==> config.mk <==
export PLATFORM = sky130hd
export DESIGN_NAME = pipe_mem_arbiter_flat
export DESIGN_NICKNAME = d
export VERILOG_FILES = /design/src/rtl/pipe_mem_arbiter_if.sv /design/src/rtl/pipe_mem_arbiter.sv /design/src/flat_wrapper.sv
export SDC_FILE = /design/constraint.sdc
export NUM_CORES = 1
export LEC_CHECK = 0
export CAP_MARGIN = 20
export CORE_MARGIN = 5
export CORE_UTILIZATION = 37
export DETAILED_ROUTE_END_ITERATION = 16
export GPL_TIMING_DRIVEN = 0
export HOLD_SLACK_MARGIN = 0.05
export PLACE_DENSITY_LB_ADDON = 0.05
export RECOVER_POWER = 100
export SLEW_MARGIN = 0
export SYNTH_ARGS = -nofsm -noshare
export SYNTH_HDL_FRONTEND = slang
export SYNTH_SLANG_ARGS = --single-unit
export TNS_END_PERCENT = 20
==> constraint.sdc <==
create_clock -name clock -period 4.1 [get_ports clock]
set_clock_uncertainty 0.15 [all_clocks]
set_input_delay 0.41 -clock clock [delete_from_list [all_inputs] [get_ports clock]]
set_output_delay 0.41 -clock clock [all_outputs]
set_load 0.1 [all_outputs]
==> src/rtl/pipe_mem_arbiter_if.sv <==
`default_nettype none
// ============================================================================
// Module : pipe_mem_arbiter_if
// Brief  : Cache-miss request/response and backing-memory bus bundle for
//          pipe_mem_arbiter; slave = arbiter side, master = caches + memory.
// Rev    : 1.0  initial release
// ============================================================================
interface pipe_mem_arbiter_if #(
    parameter int AW = 32,
    parameter int DW = 32
);
    // icache miss port
    logic          i_strobe;
    logic [AW-1:0] i_addr;
    logic [DW-1:0] i_rdata;
    logic          i_ready;

    // dcache miss port
    logic          d_strobe;
    logic          d_rw;
    logic [AW-1:0] d_addr;
    logic [DW-1:0] d_wdata;
    logic [DW-1:0] d_rdata;
    logic          d_ready;

    // backing memory port
    logic [AW-1:0] mem_addr;
    logic          mem_we;
    logic [DW-1:0] mem_wdata;
    logic [DW-1:0] mem_rdata;

    // status
    logic          busy;
    logic          grant_d;

    modport slave (
        input  i_strobe, i_addr,
        input  d_strobe, d_rw, d_addr, d_wdata,
        input  mem_rdata,
        output i_rdata, i_ready,
        output d_rdata, d_ready,
        output mem_addr, mem_we, mem_wdata,
        output busy, grant_d
    );

    modport master (
        output i_strobe, i_addr,
        output d_strobe, d_rw, d_addr, d_wdata,
        output mem_rdata,
        input  i_rdata, i_ready,
        input  d_rdata, d_ready,
        input  mem_addr, mem_we, mem_wdata,
        input  busy, grant_d
    );
endinterface
`default_nettype wire

==> src/rtl/pipe_mem_arbiter.sv <==
`default_nettype none
// ============================================================================
// Module : pipe_mem_arbiter
// Brief  : Round-robin arbiter sharing one single-port memory between the
//          icache and dcache miss ports with a fixed, programmable latency.
// Rev    : 1.0  initial release
// ============================================================================
module pipe_mem_arbiter #(
    parameter int LATENCY = 5,
    parameter int AW      = 32,
    parameter int DW      = 32
) (
    input  logic               clock,
    input  logic               reset,
    pipe_mem_arbiter_if.slave  bus
);

    localparam logic [1:0] c_ST_IDLE = 2'd0;
    localparam logic [1:0] c_ST_BUSY = 2'd1;
    localparam logic [1:0] c_ST_DONE = 2'd2;
    localparam logic [3:0] c_LAT     = 4'(LATENCY);

    logic [1:0]    r_state;
    logic [3:0]    r_cnt;
    logic          r_op_wr;
    logic          r_grant_d;
    logic [AW-1:0] r_mem_addr;
    logic [DW-1:0] r_mem_wdata;
    logic [DW-1:0] r_i_rdata;
    logic [DW-1:0] r_d_rdata;
    logic          r_i_ready;
    logic          r_d_ready;

    logic          w_req_any;
    logic          w_win_d;
    logic          w_last;

    // A lone requester always wins; on a tie the port not granted last wins.
    always_comb begin
        w_req_any = bus.i_strobe | bus.d_strobe;
        w_win_d   = bus.d_strobe & (~bus.i_strobe | ~r_grant_d);
        w_last    = (r_cnt == c_LAT);
    end

    always_ff @(posedge clock or posedge reset) begin
        if (reset) begin
            r_state     <= c_ST_IDLE;
            r_cnt       <= 4'd0;
            r_op_wr     <= 1'b0;
            r_grant_d   <= 1'b0;
            r_mem_addr  <= '0;
            r_mem_wdata <= '0;
            r_i_rdata   <= '0;
            r_d_rdata   <= '0;
            r_i_ready   <= 1'b0;
            r_d_ready   <= 1'b0;
        end else begin
            r_i_ready <= 1'b0;
            r_d_ready <= 1'b0;
            case (r_state)
                c_ST_IDLE: begin
                    if (w_req_any) begin
                        r_grant_d  <= w_win_d;
                        r_op_wr    <= w_win_d & bus.d_rw;
                        r_mem_addr <= w_win_d ? bus.d_addr : bus.i_addr;
                        if (w_win_d) begin
                            r_mem_wdata <= bus.d_wdata;
                        end
                        r_cnt   <= 4'd1;
                        r_state <= c_ST_BUSY;
                    end
                end

                c_ST_BUSY: begin
                    if (w_last) begin
                        if (!r_op_wr) begin
                            if (r_grant_d) begin
                                r_d_rdata <= bus.mem_rdata;
                            end else begin
                                r_i_rdata <= bus.mem_rdata;
                            end
                        end
                        r_d_ready <= r_grant_d;
                        r_i_ready <= ~r_grant_d;
                        r_state   <= c_ST_DONE;
                    end else begin
                        r_cnt <= r_cnt + 4'd1;
                    end
                end

                // Ready pulses here; strobes are ignored until back in IDLE.
                c_ST_DONE: begin
                    r_state <= c_ST_IDLE;
                end

                default: begin
                    r_state <= c_ST_IDLE;
                end
            endcase
        end
    end

    // Write strobe is confined to the last BUSY cycle of a dcache write.
    assign bus.mem_we    = (r_state == c_ST_BUSY) & w_last & r_op_wr;
    assign bus.mem_addr  = r_mem_addr;
    assign bus.mem_wdata = r_mem_wdata;
    assign bus.i_rdata   = r_i_rdata;
    assign bus.d_rdata   = r_d_rdata;
    assign bus.i_ready   = r_i_ready;
    assign bus.d_ready   = r_d_ready;
    assign bus.busy      = (r_state == c_ST_BUSY) | (r_state == c_ST_DONE);
    assign bus.grant_d   = r_grant_d;

endmodule
`default_nettype wire

==> src/flat_wrapper.sv <==
// flat-port wrapper written by rule: the top's interface ports become plain ports
module pipe_mem_arbiter_flat 
#(
    parameter int LATENCY = 5,
    parameter int AW      = 32,
    parameter int DW      = 32
)
  (clock, reset, bus_i_strobe, bus_i_addr, bus_d_strobe, bus_d_rw, bus_d_addr, bus_d_wdata, bus_mem_rdata, bus_i_rdata, bus_i_ready, bus_d_rdata, bus_d_ready, bus_mem_addr, bus_mem_we, bus_mem_wdata, bus_busy, bus_grant_d);
  pipe_mem_arbiter_if #(.AW(AW), .DW(DW)) bus_i ();
  input  logic clock;
  input  logic reset;
  input wire logic [$bits(bus_i.i_strobe)-1:0] bus_i_strobe;
  input wire logic [$bits(bus_i.i_addr)-1:0] bus_i_addr;
  input wire logic [$bits(bus_i.d_strobe)-1:0] bus_d_strobe;
  input wire logic [$bits(bus_i.d_rw)-1:0] bus_d_rw;
  input wire logic [$bits(bus_i.d_addr)-1:0] bus_d_addr;
  input wire logic [$bits(bus_i.d_wdata)-1:0] bus_d_wdata;
  input wire logic [$bits(bus_i.mem_rdata)-1:0] bus_mem_rdata;
  output wire logic [$bits(bus_i.i_rdata)-1:0] bus_i_rdata;
  output wire logic [$bits(bus_i.i_ready)-1:0] bus_i_ready;
  output wire logic [$bits(bus_i.d_rdata)-1:0] bus_d_rdata;
  output wire logic [$bits(bus_i.d_ready)-1:0] bus_d_ready;
  output wire logic [$bits(bus_i.mem_addr)-1:0] bus_mem_addr;
  output wire logic [$bits(bus_i.mem_we)-1:0] bus_mem_we;
  output wire logic [$bits(bus_i.mem_wdata)-1:0] bus_mem_wdata;
  output wire logic [$bits(bus_i.busy)-1:0] bus_busy;
  output wire logic [$bits(bus_i.grant_d)-1:0] bus_grant_d;
  assign bus_i.i_strobe = bus_i_strobe;
  assign bus_i.i_addr = bus_i_addr;
  assign bus_i.d_strobe = bus_d_strobe;
  assign bus_i.d_rw = bus_d_rw;
  assign bus_i.d_addr = bus_d_addr;
  assign bus_i.d_wdata = bus_d_wdata;
  assign bus_i.mem_rdata = bus_mem_rdata;
  assign bus_i_rdata = bus_i.i_rdata;
  assign bus_i_ready = bus_i.i_ready;
  assign bus_d_rdata = bus_i.d_rdata;
  assign bus_d_ready = bus_i.d_ready;
  assign bus_mem_addr = bus_i.mem_addr;
  assign bus_mem_we = bus_i.mem_we;
  assign bus_mem_wdata = bus_i.mem_wdata;
  assign bus_busy = bus_i.busy;
  assign bus_grant_d = bus_i.grant_d;
  pipe_mem_arbiter #(.LATENCY(LATENCY), .AW(AW), .DW(DW)) u_core (.clock(clock), .reset(reset), .bus(bus_i));
endmodule
==> impl_metrics.prom <==
# TYPE chip_impl_metric gauge
chip_impl_metric{name="post_drt_via_cell_ratio",unit=""} 4.79
chip_impl_metric{name="postSynthNetCount",unit=""} 539
chip_impl_info{name="start_kind",value="flop"} 1
chip_impl_metric{name="layout-drive-gt1-share",unit="%"} 14.5
chip_impl_metric{name="grt_pass1_wl",unit="mm"} 24.7
chip_impl_metric{name="first_global_vias",unit=""} 4495
chip_impl_metric{name="pin_count_of_the_biggest_net_entering_global_routing",unit=""} 40
chip_impl_metric{name="floorplan.die.width",unit="um"} 135
chip_impl_info{name="worstHoldPathType",value="reg -> reg"} 1
chip_impl_info{name="dominant_cells_by_area_after_synthesis",value="sky130_fd_sc_hd__dfrtp_1 (60%), sky130_fd_sc_hd__mux2_2 (13%), sky130_fd_sc_hd__mux2_4 (7.8%)"} 1
chip_impl_metric{name="fp.dieH",unit="um"} 135
chip_impl_metric{name="syn_area",unit="um2"} 5750
chip_impl_metric{name="synthesis.yosys.warnings",unit=""} 0
chip_impl_info{name="clock_tree_from_tritoncts",value="done"} 1
chip_impl_metric{name="overflow",unit=""} 0
chip_impl_info{name="cts-root-buf",value="sky130_fd_sc_hd__clkbuf_16"} 1
chip_impl_metric{name="finalWorstPathRequiredPeriod",unit="ps"} 3490
chip_impl_metric{name="timing.critical_path.fanout_max",unit=""} 10
chip_impl_metric{name="critical_path_data_required_time",unit="ps"} 3540
chip_impl_metric{name="final_hold_violation_count",unit=""} 0
chip_impl_metric{name="finalSetupViolCount",unit=""} 0
chip_impl_metric{name="drc_errors",unit=""} 0
chip_impl_info{name="violations",value="capacitance limit, slew limit"} 1
chip_impl_metric{name="insertedDiodeCount",unit=""} 0
chip_impl_metric{name="synth.lib_cells_used.distinct",unit=""} 31
chip_impl_info{name="yosys_most_used_dff",value="sky130_fd_sc_hd__dfrtp_1"} 1
chip_impl_metric{name="globalplace.congestion",unit=""} 0.806
chip_impl_metric{name="ff2ff_path_depth",unit=""} 6
chip_impl_metric{name="critical_path_arrival",unit="ps"} 2930
chip_impl_metric{name="synth_top_cell_area_share",unit="%"} 60.1
chip_impl_metric{name="initial_core_util",unit="%"} 37.8
chip_impl_metric{name="totalNegativeSetupSlack",unit="ps"} 0
chip_impl_info{name="worstPathCellList",value="inv_1 -> ha_1 -> clkbuf_1 -> and3_1 -> dlygate4sd3_1"} 1
chip_impl_metric{name="worst_setup_hold_path_clk_slew",unit="ps"} 60
chip_impl_metric{name="postCtsResizedCells",unit=""} 0
chip_impl_info{name="yosys.area.top_type",value="sky130_fd_sc_hd__dfrtp_1"} 1
chip_impl_metric{name="postSynthAreaPerCell",unit="um2"} 14.3
chip_impl_metric{name="post_cts_hold_buffer_count",unit=""} 0
chip_impl_metric{name="cp.depth",unit=""} 5
chip_impl_metric{name="floorplan.die_area",unit="um2"} 18100
chip_impl_metric{name="drt_wl_total",unit="mm"} 15.8
chip_impl_info{name="timing.setup.critical_path_class",value="reg -> out"} 1
chip_impl_metric{name="layout.nets",unit=""} 827
chip_impl_metric{name="fp.coreArea",unit="um2"} 15200
chip_impl_metric{name="synth-seq-cells",unit=""} 138
chip_impl_info{name="reg2reg_to",value="u_core.bus.d_rdata[5]"} 1
chip_impl_metric{name="synth_to_final_area_change",unit="%"} 57.7
chip_impl_metric{name="ctsLongestPathBuffers",unit=""} 2
chip_impl_metric{name="vias",unit=""} 4265
chip_impl_metric{name="routedWlPerCell",unit="um"} 17.7
chip_impl_metric{name="clock_sink_count",unit=""} 138
chip_impl_metric{name="timing.max_slew.rel_slack",unit="%"} -5.42
chip_impl_metric{name="clkLatencyLatePin",unit="ps"} 410
chip_impl_metric{name="max_clock_freq",unit="MHz"} 286
chip_impl_metric{name="initial_antenna_violation_count",unit=""} 0
chip_impl_info{name="endpoint_kind",value="primary output"} 1
chip_impl_metric{name="slowest_stage_delay_cp",unit="ps"} 1200
chip_impl_metric{name="io-pin-count",unit=""} 266
chip_impl_metric{name="max_cap_viol_count",unit=""} 1
chip_impl_metric{name="synth_enable_flop_cells",unit=""} 0
chip_impl_info{name="most_common_cell_after_layout_fill_and_taps_aside",value="sky130_fd_sc_hd__dfrtp_1"} 1
chip_impl_metric{name="num_rows",unit=""} 45
chip_impl_info{name="crit_path_top_delay_cell",value="sky130_fd_sc_hd__dlygate4sd3_1"} 1
chip_impl_info{name="endpoint",value="bus_mem_we"} 1
chip_impl_info{name="outcome",value="complete, but fails checks"} 1
chip_impl_metric{name="drt_first_pass_iters",unit=""} 4
chip_impl_metric{name="cts.repair_timing.setup_buffer_count",unit=""} 0
chip_impl_metric{name="detail-route-antenna-nets",unit=""} 0
chip_impl_info{name="most-common-layout-cells",value="sky130_fd_sc_hd__dfrtp_1 (138), sky130_fd_sc_hd__dlygate4sd3_1 (135), sky130_fd_sc_hd__clkdlybuf4s50_1 (130), sky130_fd_sc_hd__mux2_2 (67)"} 1
chip_impl_metric{name="min_period_over_period",unit="%"} 85.1
chip_impl_info{name="worst_setup_path_startpoint",value="u_core.r_state[1]"} 1
chip_impl_metric{name="synth-async-reset-ratio",unit="%"} 100
chip_impl_info{name="regToRegStartpoint",value="u_core.r_state[1]"} 1
chip_impl_metric{name="port_buffers",unit=""} 265
chip_impl_metric{name="finish.instance_area",unit="um2"} 9060
chip_impl_info{name="grt_setup_unrepaired",value="false"} 1
chip_impl_metric{name="synthCells",unit=""} 401
chip_impl_info{name="critPathTopFamily",value="buffers and inverters"} 1
chip_impl_metric{name="worst-slew-pin-transition",unit="ps"} 1580
chip_impl_metric{name="drt_iter0_drc",unit=""} 89
chip_impl_metric{name="cts_max_level",unit=""} 4
chip_impl_metric{name="worst-r2r-setup-slack",unit="ps"} 1270
chip_impl_metric{name="grt_usage",unit="%"} 17.6
chip_impl_metric{name="postPlaceCellArea",unit="um2"} 8730
chip_impl_metric{name="ys_seq_area_share",unit="%"} 60.1
chip_impl_metric{name="dp_hpwl",unit="mm"} 12.5
chip_impl_metric{name="cp.buffers_inverters",unit=""} 3
chip_impl_metric{name="finalMaxSlewViolations",unit=""} 27
chip_impl_metric{name="cts_made_buffers",unit=""} 17
[registers in the layout (all words and copies together), names as in the netlist]
name,count
u_core.r_op_wr,1
u_core.r_cnt,4
u_core.bus.i_rdata,32
u_core.bus.i_ready,1
u_core.bus.d_ready,1
u_core.bus.mem_addr,32
u_core.bus.mem_wdata,32
u_core.r_state,2
u_core.bus.grant_d,1
u_core.bus.d_rdata,32
[worst register-to-register path: stages (launching register included)]
cell and delay [ps]:
sky130_fd_sc_hd__dfrtp_1 350, sky130_fd_sc_hd__inv_1 120, sky130_fd_sc_hd__ha_1 280, sky130_fd_sc_hd__nand4b_2 150, sky130_fd_sc_hd__nor3b_1 700, sky130_fd_sc_hd__clkbuf_1 550, sky130_fd_sc_hd__mux2_2 410
[per-layer routing]
layer  GRT usage, %  share of wire (%)  up-vias
met5              0                  0        -
met4           6.39                2.0        0
met3           7.71                 10       23
met2           28.7                 49      181
met1           20.8                 39     2072
li1               -                  -     1989
[worst min-delay path by stage]
stage | slack, ps | from | endpoint | cells past startpoint
after floorplan | 360 | u_core.r_state[0] | u_core.r_state[0] | 1
after global placement | 310 | u_core.bus.mem_addr[19] | u_core.bus.mem_addr[19] | 2
after detailed placement | 320 | u_core.bus.mem_addr[14] | u_core.bus.mem_addr[14] | 2
after CTS | 250 | reset | u_core.bus.mem_wdata[24] | 2
after global routing | 340 | u_core.bus.i_rdata[28] | u_core.bus.i_rdata[28] | 1
final | 320 | u_core.bus.mem_addr[14] | u_core.bus.mem_addr[14] | 2
[cell usage after synthesis, drive strengths merged, types with 2 or more instances]
| library cell | number |
|---|---|
| nor3b | 2 |
| mux2 | 97 |
| clkbuf | 8 |
| nand2 | 36 |
| o21ai | 36 |
| and3 | 2 |
| mux2i | 33 |
| nand3 | 4 |
| nor2 | 4 |
| inv | 4 |
| dfrtp | 138 |
| buf | 14 |
| nand3b | 3 |
| ha | 5 |
| nand4b | 2 |
| a21oi | 2 |
[area by class of cell]
cell class	instances	area [um2]
flip-flops and latches	138	3450
clock buffers	24	482
clock inverters	8	92.6
fillers	1273	6140
multi-input cells	237	2020
plain buffers	22	82.6
well taps	188	235
repair buffers	269	2690
inverters	4	16.3
[cells by family after synthesis]
group / synth area share [%]
buffers and inverters: 2.90
DFF: 60.1
AOI/OAI and AO/OA: 4.05
and+or+nand+nor: 5.18
muxes: 26.7
adders and majority gates: 1.09
[stage by stage]
step                hold slack, ps  setup slack [ps]  cells  utilization, %
detailed placement             320              1100    858            57.4
CTS                            249               642    890            61.2
finish                         320               609    890            59.6
floorplan                      360              1770    401               -
global route                   344               304    890            59.6
global placement               311               592    854            56.8
Power is left out: the tool's default activity adds up to more than one toggle a clock period on the data nets, which glitch-free logic cannot reach.
